`src/rtl/wb_rr_arbiter_pkg.sv`:
```
// Shared Wishbone bus widths and arbiter defaults.
// Imported by the arbiter top and its round-robin picker.
package wb_rr_arbiter_pkg;

    localparam int WB_ADR_WIDTH = 32;
    localparam int WB_DAT_WIDTH = 32;
    localparam int WB_SEL_WIDTH = 4;

    localparam int WB_TIMEOUT_DEFAULT = 255;

    // Counter width for the optional watchdog.
    localparam int WB_TMO_CNT_W = 16;

    function automatic int ptr_width(input int n);
        return (n > 1) ? $clog2(n) : 1;
    endfunction

endpackage

```
`src/rtl/wb_rr_arbiter_rr_pick.sv`:
```
// Combinational round-robin priority picker.
// Ports: req_i request vector, ptr_i last winner;
//        gnt_o one-hot winner, idx_o winner index,
//        valid_o set when any request is present.
// Scan starts at ptr_i+1 and wraps at N-1 -> 0.
module rr_pick
    import wb_rr_arbiter_pkg::*;
#(
    parameter int N  = 2,
    parameter int PW = 1
) (
    input  logic [N-1:0]  req_i,
    input  logic [PW-1:0] ptr_i,
    output logic [N-1:0]  gnt_o,
    output logic [PW-1:0] idx_o,
    output logic          valid_o
);

    logic [PW-1:0] j;

    always_comb begin
        gnt_o   = '0;
        idx_o   = '0;
        valid_o = 1'b0;
        j       = '0;
        // Offset N wraps back to ptr itself, so the
        // previous winner is checked last.
        for (int i = 1; i <= N; i++) begin
            j = PW'((int'(ptr_i) + i) % N);
            if (!valid_o && req_i[j]) begin
                valid_o  = 1'b1;
                gnt_o[j] = 1'b1;
                idx_o    = j;
            end
        end
    end

endmodule

```
`src/rtl/wb_rr_arbiter.sv`:
```
// Round-robin Wishbone B4 classic arbiter: shares one
// intercon master port between MASTER_NUM masters.
// Ports: clk_i, rst_i (async, active-low);
//   m_* per-master request side (packed, master 0 in LSBs),
//   m_ack_o/m_err_o per master, m_dat_o broadcast;
//   s_* single intercon port; gnt_o one-hot grant.
// Grant is held for the whole cyc of the winner, with
// one idle cycle between grants.
// Optional: define WB_ARB_TIMEOUT_EN to add a watchdog
// that errors out a stalled transfer after
// TIMEOUT_CYCLES stb cycles and releases the grant.
module wb_rr_arbiter
    import wb_rr_arbiter_pkg::*;
#(
    parameter int MASTER_NUM     = 2,
    parameter int ADR_WIDTH      = WB_ADR_WIDTH,
    parameter int DAT_WIDTH      = WB_DAT_WIDTH,
    parameter int SEL_WIDTH      = WB_SEL_WIDTH,
    parameter int TIMEOUT_CYCLES = WB_TIMEOUT_DEFAULT
) (
    input  logic                      clk_i,
    input  logic                      rst_i,
    input  logic [MASTER_NUM-1:0]     m_cyc_i,
    input  logic [MASTER_NUM-1:0]     m_stb_i,
    input  logic [MASTER_NUM-1:0]     m_we_i,
    input  logic [MASTER_NUM*ADR_WIDTH-1:0] m_adr_i,
    input  logic [MASTER_NUM*DAT_WIDTH-1:0] m_dat_i,
    input  logic [MASTER_NUM*SEL_WIDTH-1:0] m_sel_i,
    output logic [MASTER_NUM-1:0]     m_ack_o,
    output logic [MASTER_NUM-1:0]     m_err_o,
    output logic [DAT_WIDTH-1:0]      m_dat_o,
    output logic                      s_cyc_o,
    output logic                      s_stb_o,
    output logic                      s_we_o,
    output logic [ADR_WIDTH-1:0]      s_adr_o,
    output logic [DAT_WIDTH-1:0]      s_dat_o,
    output logic [SEL_WIDTH-1:0]      s_sel_o,
    input  logic                      s_ack_i,
    input  logic                      s_err_i,
    input  logic [DAT_WIDTH-1:0]      s_dat_i,
    output logic [MASTER_NUM-1:0]     gnt_o
);

    localparam int PW = ptr_width(MASTER_NUM);

    typedef enum logic {
        IDLE  = 1'b0,
        GRANT = 1'b1
    } state_t;

    state_t state, state_nxt;

    // In GRANT, ptr doubles as the granted index.
    logic [PW-1:0]         ptr, ptr_nxt;
    logic [MASTER_NUM-1:0] gnt, gnt_nxt;

    logic [MASTER_NUM-1:0] pick_gnt;
    logic [PW-1:0]         pick_idx;
    logic                  pick_vld;

    logic stb_raw;
    logic tmo;

    logic [ADR_WIDTH-1:0] adr_a [MASTER_NUM];
    logic [DAT_WIDTH-1:0] dat_a [MASTER_NUM];
    logic [SEL_WIDTH-1:0] sel_a [MASTER_NUM];

    for (genvar k = 0; k < MASTER_NUM; k++) begin : g_unpack
        assign adr_a[k] = m_adr_i[k*ADR_WIDTH +: ADR_WIDTH];
        assign dat_a[k] = m_dat_i[k*DAT_WIDTH +: DAT_WIDTH];
        assign sel_a[k] = m_sel_i[k*SEL_WIDTH +: SEL_WIDTH];
    end

    rr_pick #(
        .N  (MASTER_NUM),
        .PW (PW)
    ) u_pick (
        .req_i   (m_cyc_i),
        .ptr_i   (ptr),
        .gnt_o   (pick_gnt),
        .idx_o   (pick_idx),
        .valid_o (pick_vld)
    );

`ifdef WB_ARB_TIMEOUT_EN
    logic [WB_TMO_CNT_W-1:0] cnt, cnt_nxt;

    assign tmo = (state == GRANT) &&
                 (cnt == WB_TMO_CNT_W'(TIMEOUT_CYCLES));

    always_comb begin
        cnt_nxt = cnt;
        unique case (state)
            IDLE: begin
                if (pick_vld) begin
                    cnt_nxt = '0;
                end
            end
            GRANT: begin
                if (s_ack_i || s_err_i) begin
                    cnt_nxt = '0;
                end else if (stb_raw) begin
                    cnt_nxt = cnt + 1'b1;
                end
            end
            default: cnt_nxt = '0;
        endcase
    end

    always_ff @(posedge clk_i or negedge rst_i) begin
        if (!rst_i) begin
            cnt <= '0;
        end else begin
            cnt <= cnt_nxt;
        end
    end
`else
    logic tmo_unused;

    assign tmo        = 1'b0;
    assign tmo_unused = (TIMEOUT_CYCLES != 0);
`endif

    always_comb begin
        state_nxt = state;
        ptr_nxt   = ptr;
        gnt_nxt   = gnt;
        stb_raw   = 1'b0;
        s_cyc_o   = 1'b0;
        s_stb_o   = 1'b0;
        s_we_o    = 1'b0;
        s_adr_o   = '0;
        s_dat_o   = '0;
        s_sel_o   = '0;
        m_ack_o   = '0;
        m_err_o   = '0;
        m_dat_o   = '0;
        unique case (state)
            IDLE: begin
                if (pick_vld) begin
                    state_nxt = GRANT;
                    gnt_nxt   = pick_gnt;
                    ptr_nxt   = pick_idx;
                end
            end
            GRANT: begin
                stb_raw = m_stb_i[ptr];
                s_cyc_o = m_cyc_i[ptr];
                s_stb_o = stb_raw & ~tmo;
                s_we_o  = m_we_i[ptr];
                s_adr_o = adr_a[ptr];
                s_dat_o = dat_a[ptr];
                s_sel_o = sel_a[ptr];
                m_dat_o = s_dat_i;
                // A late ack after the watchdog fires
                // must not reach the master.
                if (tmo) begin
                    m_err_o[ptr] = 1'b1;
                end else begin
                    m_ack_o[ptr] = s_ack_i;
                    m_err_o[ptr] = s_err_i;
                end
                if (!m_cyc_i[ptr] || tmo) begin
                    state_nxt = IDLE;
                    gnt_nxt   = '0;
                end
            end
            default: begin
                state_nxt = IDLE;
                gnt_nxt   = '0;
            end
        endcase
    end

    always_ff @(posedge clk_i or negedge rst_i) begin
        if (!rst_i) begin
            state <= IDLE;
            ptr   <= '0;
            gnt   <= '0;
        end else begin
            state <= state_nxt;
            ptr   <= ptr_nxt;
            gnt   <= gnt_nxt;
        end
    end

    assign gnt_o = gnt;

endmodule

```
`config.mk`:
```
export PLATFORM = sky130hd
export DESIGN_NAME = wb_rr_arbiter
export DESIGN_NICKNAME = d
export VERILOG_FILES = /design/src/rtl/wb_rr_arbiter_pkg.sv /design/src/rtl/wb_rr_arbiter_rr_pick.sv /design/src/rtl/wb_rr_arbiter.sv
export SDC_FILE = /design/constraint.sdc
export NUM_CORES = 1
export LEC_CHECK = 0
export BUFFER_PORTS_ARGS = -buffer_cell sky130_fd_sc_hd__buf_4
export CAP_MARGIN = 0
export CORE_AREA = 2 2 112 114
export DETAILED_ROUTE_END_ITERATION = 8
export DIE_AREA = 0 0 114 116
export GPL_ROUTABILITY_DRIVEN = 0
export GPL_TIMING_DRIVEN = 0
export RECOVER_POWER = 100
export REMOVE_ABC_BUFFERS = 1
export SLEW_MARGIN = 0
export SYNTH_ARGS = -nofsm -noshare
export SYNTH_HDL_FRONTEND = slang
export SYNTH_HIERARCHICAL = 1
export SYNTH_SLANG_ARGS = --single-unit
export TNS_END_PERCENT = 10
```
`constraint.sdc`:
```
create_clock -name clk_i -period 1.2 [get_ports clk_i]
set_input_delay 0.18 -clock clk_i [delete_from_list [all_inputs] [get_ports clk_i]]
set_output_delay 0.18 -clock clk_i [all_outputs]
set_load 0.05 [all_outputs]
```
==> metrics, run 1 <==
status=finished, violations left; failing checks=setup timing; hold slack=0.324 ns; Crit-path slowest cell=dfrtp_4; Crit Path Category=reg2out; fill count=around 1200; H-Tree Depth=1; Core Util, Final=0.389; FFs w/ async S/R, synth=1.00; Area Growth Syn to Fin=196%; initial core utilization=0.131; die area=13200 sq um; register share of total power=0.026; sequential area share after synthesis=0.0641; critical path peak fanout=10; HPWL after detailed placement=about 7000 microns; Final Hold Viols=0; Synth area leader=mux2i_1; RSZ-0062 raised after global routing=true; Yosys top cell area share=0.461; Layout Nets=688; post-DR wirelength/cell=15.7 microns; clock power share=0.038; synth unique cells=21; initial antenna violation count=1; first-pass GRT wire length=14000 microns; DRC errors left=0; GRT Total Usage=0.133; CTS Buf Count=3; total grt overflow=0; Die Ht=between 100 and 150 microns; Final Critical Period=1.70 ns; met3 global-route usage=0.0314; EDFF count, synth=0; share of cells above drive strength 1=0.680; Hold Crit Class=in2reg; Setup WS post-layout=-0.499 ns; Max Cap Viol=0; GRT Max-Usage Layer=met2; Starting DRT DRC Count=61; Comb power frac=0.935; Crit path largest cell delay=about 0.52 ns; Skew-Pair Late Insertion Delay=0.23 ns; period utilization=1.42; Leak=about 2.5 nW; number of global-route vias before repair=2701; Avg Cell Area, Syn=7.17 sq um; final WL=10300 microns; Cell Area, Synth=1560 sq um; IO Pins=287; met2 Use GR=0.279; cell with the most instances after synthesis=mux2i_1; Core ar.=11900 sq um; clk sinks=4; Setup-failing EPs final=110; Clock Tree Buf Depth=2; Synth area leaders=mux2i_1, nor2_1, and2_1; final slew viol count=0; Worst Path Arrival=approximately 1.5 ns; post-route ant nets=0; chip width=around 110 microns; Mapped Cells=218; CP Capture Type=primary output; clock root cell=clkbuf_16; cell internal pwr=5.83 mW; Tightest Pin Transition=0.302 ns; Worst Skew=approximately 0.0037 ns; Rows=40; sequence of cells on the critical path=buf_4 > clkbuf_16 > mux2i_1 > nor2_1 > buf_6; Vias=2765; clock slew at reported path FFs=0.03 ns; largest net degree at the start of global routing=27; TritonCTS clock tree=built; buffers added on ports=between 200 and 300; PwrDens=around 3000 nW/um^2; VDD IR max=1490 uV; CP Data Required Time=1.02 ns; met1 Use GR=0.137; Worst slew margin=0.799; first drt pass iteration count=4; drt via density=4.21; sw frac=0.587; crit start category=flop; synth warn=6; Yosys reg bits=4; P_sw=slightly above 8 mW; most frequent cells after synthesis=mux2i_1, nor2_1, and2_1, clkbuf_1, buf_8; dominant synthesized flop cell=dfrtp_1; fmax=589 MHz
[cell usage in the layout, fill, tap and decap left out]
cell type        n
a21boi_2         1
clkbuf_16        6
buf_16           4
a21boi_1         2
or2_1            1
inv_1            1
o21bai_1         1
and3_1           2
buf_6           94
dlygate4sd3_1    1
buf_8            3
nand2_1          2
mux2_2           1
o22ai_1          2
mux2i_1         70
nor2_1          70
nor2b_2          1
dfrtp_1          2
inv_6            1
clkbuf_2         2
diode_2          1
inv_12           1
nor2_2           1
mux2i_2          2
clkbuf_1         2
and2_1           7
mux2i_4          1
and2_4          25
nor3b_2          2
dfrtp_4          2
buf_4          197
buf_12           2
[worst max-delay path: cells and delay by family (launching register included)]
| kind | cells | cell delay (ns) |
|---|---|---|
| flip-flops | 1 | 0.52 |
| AND/OR/NAND/NOR | 1 | 0.13 |
| buffers and inverters | 3 | 0.52 |
| multiplexers | 1 | 0.12 |
[final cells by class]
type | count | area [sq um] | share of cell area
sequential | 4 | 108 | 0.0232
antenna | 1 | 2.50 | 0.000540
tap | 147 | 184 | 0.0397
timing repair inverter | 1 | 8.76 | 0.00189
inverter | 2 | 20.0 | 0.00432
clock buffer | 4 | 78.8 | 0.0170
multi-input combinational | 191 | 1400 | 0.302
timing repair buffer | 307 | 2830 | 0.611
[worst paths after layout]
check | from | end | slack, ns | cells after the start
setup / recovery | ptr | s_dat_o[26] | -0.50 | 5
hold / removal | m_cyc_i[1] | state | 0.32 | 3
setup reg to reg | state | ptr | -0.24 | 4
hold reg to reg | gnt_o[0] | gnt_o[0] | 0.57 | 2
max in group asynchronous | rst_i | ptr | 0.63 | 2
min in group asynchronous | rst_i | state | 0.34 | 2
[power groups by stage]
stage	sequential, mW	combinational, mW	clock, mW
6_report	0.371	13.2	0.543
5_1_grt	0.383	13.7	0.558
4_1_cts	0.371	12.7	0.544
3_5_place_dp	0.679	10.3	0
3_3_place_gp	0.545	6.79	0
2_1_floorplan	0.640	5.93	0
[metal layers]
layer  vias up  part of all wire  wire [microns]
met1      1274              0.35            3620
met4         0            0.0039              40
met5         -                 0               0
li1       1307                 -               -
met2       180              0.55            5650
met3         4             0.096             994
[kinds of logic after synthesis]
group	Yosys count	share of synthesized area
compound gates	6	0.0272
simple gates	111	0.329
flops	4	0.0641
buf+inv	23	0.102
mux	74	0.477
[state kept, by name (all words and copies together), names as in the netlist]
| name | count |
|---|---|
| state | 1 |
| ptr | 1 |
| gnt_o | 2 |
[metrics by stage]
stage	setup TNS [ns]	total power [mW]	worst slack (ns)	instance area, sq um	instances
floorplan	-192.41	6.57	-2.43	1410	197
global placement	-224.08	7.33	-2.98	3740	630
detailed placement	-84.61	11.0	-1.07	3790	632
CTS	-41.32	13.6	-0.476	4490	651
global route	-46.24	14.7	-0.553	4630	656
finish	-42.09	14.1	-0.499	4630	657
[timing repair]
action / 4_1_cts / 5_1_grt
hold buffers: 1 / 0
hold endpoints to repair: 4 / 0
pin swaps: 4 / 6
resized for setup: 122 / 24
setup buffers: 11 / 3
setup endpoints to repair: 111 / 111
cloned: 3 / 3
No activity file was read; power rests on OpenSTA's default activity.
==> inputs of run 2 (changes only) <==
CORE_AREA = 2 2 111 113   (was 2 2 112 114)
DIE_AREA = 0 0 113 115   (was 0 0 114 116)
clock period = 2.2 ns   (was 1.2 ns; I/O delays follow)
==> run 2 against run 1 <==
  * The flow finishes with violations (DRC)
  * Worst setup slack gained 0.59 ns
  * Die area shrank 1.7%
  * Sequential power is 15% lower
  * Final cell count down 2.9%
  * Clock skew about the same
  * Critical path type unchanged
  * Critical endpoint is now s_cyc_o
  * Largest power group unchanged
==> metrics, run 2 (same netlist as run 1, synthesis figures left out) <==
status=finished, violations left; failing checks=DRC; placed instance count=632 (unchanged); R2R cell count=3 (-1); P_sw=4.09 mW (-51%); CP Buf/Inv Count=2 (-1); most common cell after layout, fill and taps aside=buf_4; Clock Tree Buf Depth=2 (unchanged); die area=13000 sq um (-1.7%); sequence of cells on the critical path=buf_16 > mux2i_4 > nor2_2 > buf_6; initial core utilization=0.132 (+0.00111); post-route ant nets=0 (unchanged); Max Cap Viol=0 (unchanged); Final Hold Viols=0 (unchanged); Crit Path Category=reg2out; Setup-failing EPs final=0 (-100%); clk sinks=4 (unchanged); final slew viol count=0 (unchanged); TritonCTS clock tree=built; max reg flops=2 (unchanged); Worst path depth=4 (-1); Worst Skew=0.00353 ns (-0.000209 ns); Finished Cell Area=3760 sq um (-19%); Leak=2.04 nW (-17%); Worst slew margin=0.569 (-0.230); number of global-route vias before repair=2380 (-12%); Antenna diodes=0 (-1); Comb power frac=0.900 (-0.035); crit path to=s_cyc_o; cell internal pwr=1.97 mW (-66%); CP Data Required Time=1.87 ns (+0.85 ns); Final Critical Period=2.11 ns; critical path peak fanout=46 (+36); Worst Path Arrival=1.78 ns (+0.26 ns); Vias=2533 (-8.4%); fmax=475 MHz; Die Ht=115 microns (-0.86%); final cell count without fillers=638 (-2.9%); dpl ws=-0.231 ns (+0.838 ns); sw frac=0.675 (+0.0881); Setup WS post-layout=0.0936 ns (+0.593 ns); chip width=113 microns (-0.88%); register share of total power=0.052 (+0.026); first-pass GRT wire length=11800 microns (-16%); FF-to-FF Start=ptr; Tightest Pin Transition=0.649 ns (+0.346 ns); CTS Buf Count=3 (unchanged); clock slew at reported path FFs=0.03 ns (about the same); Setup TNS=0 ns (+42.09 ns); R2R Path End=gnt_o[1]; Core ar.=11800 sq um (-0.84%); Layout Nets=670 (-2.6%); initial antenna violation count=0 (-1); Rows=40 (unchanged); clock root cell=clkbuf_16; DRC errors left=20 (+20); CP Capture Type=primary output; reg2reg setup slack=0.59 ns (+0.83 ns); RSZ-0062 raised after global routing=false; commonest cells after routing, fill and taps aside=buf_4, mux2i_1, nor2_1, clkbuf_4, clkbuf_1; Area Growth Syn to Fin=140%; Hold Crit Class=in2reg; post-DR wirelength/cell=13.1 microns (-17%); IO Pins=287 (unchanged); Crit path largest cell delay=0.66 ns (+0.14 ns); total grt overflow=0 (unchanged); VDD IR max=669 uV (-55%); final WL=8330 microns (-19%); Tot Pwr=6.05 mW (-57%); clock power share=0.048 (+0.010); Starting DRT DRC Count=83 (+36%); PwrDens=1610 nW/um^2 (-47%); Crit path max-delay family=flip-flops; Post-DP Area=3790 sq um (unchanged); HPWL after detailed placement=7150 microns (+2.4%); largest net degree at the start of global routing=54 (+100%); crit start category=flop; crit path from=ptr; GRT Total Usage=0.111 (-0.0226); first drt pass iteration count=6 (+2); H-Tree Depth=1 (unchanged); drt via density=3.97 (-5.7%); Skew-Pair Late Insertion Delay=0.22 ns (about the same); period utilization=0.957; buffers added on ports=286 (unchanged); Crit-path slowest cell=dfrtp_4; share of cells above drive strength 1=0.552 (-0.128)
==> run 2: cell count changes in the layout (fill, tap and decap cells not counted), moves of 18 or more <==
cell      delta
and2_1      +18
and2_4      -25
buf_2       +23
buf_6       -93
clkbuf_1    +26
clkbuf_4    +30
==> run 2: worst register-to-register path, stage by stage (launching register included) <==
cell and delay, ns:
dfrtp_4 0.66, buf_16 0.31, mux2i_4 0.36, o22ai_1 0.13
==> run 2: area by class of cell <==
class,instances,area [sq um]
Clock buffer,4,78.8
Fill cell,1330,8060
Inverter,2,10.0
Multi-Input combinational cell,191,1310
Sequential cell,4,108
Tap cell,147,184
Timing Repair Buffer,290,2060
==> run 2: through the flow <==
stage / utilization / hold slack [ns]
after CTS: 0.332 / 0.448
final: 0.318 / 0.474
after floorplan: - / 0.0344
after global routing: 0.318 / 0.495
after detailed placement: 0.321 / 0.132
after global placement: 0.317 / 0.130
==> run 2: timing repair <==
item / 4_1_cts / 5_1_grt
hold buffers: 1 / 0
endpoints found under the hold margin: 4 / 0
resized for setup: 3 / 4
endpoints found under the setup margin: 73 / 54
setup buffers: 1 / 0
==> run 2: metal layers <==
layer  up-vias  GRT usage  routed length (microns)
met3         2     0.0221                      954
met5         -          0                        0
met4         0     0.0130                       17
li1       1266          -                        -
met1      1095      0.126                     2870
met2       170      0.218                     4490
==> run 2: power by group through the flow <==
stage | Clock [mW] | Combinational [mW] | Sequential (mW)
3_3_place_gp | 0 | 5.19 | 0.435
6_report | 0.292 | 5.44 | 0.315
5_1_grt | 0.306 | 5.69 | 0.344
4_1_cts | 0.297 | 5.78 | 0.318
3_5_place_dp | 0 | 5.64 | 0.358
2_1_floorplan | 0 | 3.83 | 0.474
==> run 2: worst min-delay path by stage <==
stage	start	endpoint	slack, ns	cells past startpoint
after floorplan	rst_i	gnt_o[0]	0.03	0
after CTS	rst_i	ptr	0.45	2
after detailed placement	rst_i	gnt_o[1]	0.13	1
final	m_cyc_i[0]	state	0.47	3
after global routing	rst_i	ptr	0.50	2
after global placement	rst_i	gnt_o[1]	0.13	1
==> inputs of run 3 (changes only) <==
clock period = 2.6 ns   (was 2.2 ns; I/O delays follow)
==> run 3 against run 2 <==
  * The flow still finishes with violations (DRC)
  * Clock skew hardly changed
  * Worst hold slack better by 0.067 ns
  * Clock-buffer cell count stayed put
  * Final cell count is 0.16% lower
  * Flip-flop and latch count stayed put
  * Core utilization is 1.1 points lower
  * Worst setup slack better by 0.11 ns
  * Combinational power is 20% lower
  * Sequential power is 3% lower
  * Routed wire length is 1.3% lower
  * Critical endpoint unchanged
  * Non-clock buffer count is 1 lower
  * Critical path type unchanged
==> metrics, run 3 (same netlist as run 1, synthesis figures left out) <==
Worst slew margin=0.576 (+0.00658); Tightest Pin Transition=0.639 ns (-0.00992 ns); Die Ht=115 microns (unchanged); Starting DRT DRC Count=70 (-16%); Setup WS post-layout=0.205 ns (+0.111 ns); initial antenna violation count=0 (unchanged); # Post-CTS Setup Buffers=0 (-1); Worst Path Arrival=2.01 ns (+0.23 ns); Max Cap Viol=0 (unchanged); FF-to-FF Start=ptr; failing checks=DRC; clock slew at reported path FFs=0.03 ns (about the same); first drt pass iteration count=6 (unchanged); HPWL after detailed placement=7150 microns (unchanged); total grt overflow=0 (unchanged); die area=13000 sq um (unchanged); Antenna diodes=0 (unchanged); crit path from=ptr; commonest cells after routing, fill and taps aside=buf_4, mux2i_1, nor2_1, clkbuf_2, clkbuf_1; placed instance count=632 (unchanged); GRT Total Usage=0.108 (-0.00275); Area Growth Syn to Fin=132%; final cell count without fillers=637 (-0.16%); Setup-failing EPs final=0 (unchanged); final WL=8220 microns (-1.3%); H-Tree Depth=1 (unchanged); clock root cell=clkbuf_16; share of cells above drive strength 1=0.555 (+0.00317); Core ar.=11800 sq um (unchanged); most common cell after layout, fill and taps aside=buf_4; chip width=113 microns (unchanged); Setup TNS=0 ns (unchanged); drt via density=3.95 (-0.55%); post-DR wirelength/cell=12.9 microns (-1.1%); post-route ant nets=0 (unchanged); DRC errors left=20 (unchanged); Core Util, Final=0.307 (-0.0109); Vias=2515 (-0.71%); Final Critical Period=2.40 ns; RSZ-0062 raised after global routing=false; buffers added on ports=286 (unchanged); VDD IR max=535 uV (-20%); clk sinks=4 (unchanged); Clock Tree Buf Depth=2 (unchanged); Crit Path Category=reg2out; initial core utilization=0.132 (unchanged); number of global-route vias before repair=2335 (-1.9%); PwrDens=1360 nW/um^2 (-16%); Final Hold Viols=0 (unchanged); largest net degree at the start of global routing=54 (unchanged); area of the multi-input gates=1300 sq um (-0.86%); first-pass GRT wire length=11600 microns (-2.0%); period utilization=0.921; dpl ws=0.109 ns (+0.340 ns); fill count=1355 (+1.9%); status=finished, violations left; R2R cell count=3 (unchanged); Worst Skew=0.00381 ns (+0.000279 ns); Leak=2.02 nW (-1.4%); Rows=40 (unchanged); fmax=between 400 and 500 MHz; crit start category=flop; IO Pins=287 (unchanged); max reg flops=2 (unchanged); Tot Pwr=4.92 mW (-19%); Hold Crit Class=in2async; CTS Buf Count=3 (unchanged); Skew-Pair Late Insertion Delay=0.22 ns (about the same); TritonCTS clock tree=built; final slew viol count=0 (unchanged); critical path peak fanout=46 (unchanged); CP Data Required Time=2.21 ns (+0.34 ns); Layout Nets=669 (-0.15%); CP Capture Type=primary output; register area=105 sq um (-2.3%)
-- run 3: cell types whose count changed in the layout (fill, tap and decap cells not counted), sizes merged --
| cell | change |
|---|---|
| buf | -23 |
| clkbuf | +22 |
-- run 3: critical path, cell delays in order (launching register included) --
cell	delay (ns)
dfrtp_4	0.79
buf_16	0.32
mux2i_2	0.36
nor2_1	0.06
buf_2	0.22
-- run 3: routing by layer --
| metal | GRT usage | part of all wire | up-vias |
|---|---|---|---|
| met1 | 0.126 | 0.35 | 1079 |
| met3 | 0.0221 | 0.11 | 2 |
| met2 | 0.209 | 0.53 | 170 |
| met5 | 0 | 0 | - |
| li1 | - | - | 1264 |
| met4 | 0.0130 | 0.0021 | 0 |
-- run 3: timing repair --
item,CTS,global route
hold endpoints to repair,4,0
endpoints found under the setup margin,53,0
hold buffers,1,0
resized for setup,1,0
-- run 3: worst paths after layout --
path	end	slack (ns)
min in group clk_i	state	0.54
worst max register to register	gnt_o[1]	0.81
worst min register to register	gnt_o[0]	0.58
worst max-delay path	s_cyc_o	0.20
worst min-delay path	ptr	0.54
max in group asynchronous	ptr	1.84
-- run 3: cell type report --
class / count / share of cell area
timing repair buffer: 289 / 0.537
multi-input combinational: 191 / 0.359
tap: 147 / 0.0507
sequential: 4 / 0.0290
clock buffer: 4 / 0.0217
inverter: 2 / 0.00207
-- run 3: report_power, final --
group	internal (mW)	switching, mW	leakage (nW)
Combinational	1.18	3.19	1.93
Sequential	0.0964	0.207	0.0478
Clock	0.203	0.0445	0.0382
Total	1.48	3.44	2.02
-- run 3: through the flow --
step                hold WS [ns]  cell area, sq um
CTS                        0.508              3880
detailed placement         0.192              3790
finish                     0.542              3630
global route               0.562              3630
global placement           0.190              3740
floorplan                 0.0944              1410
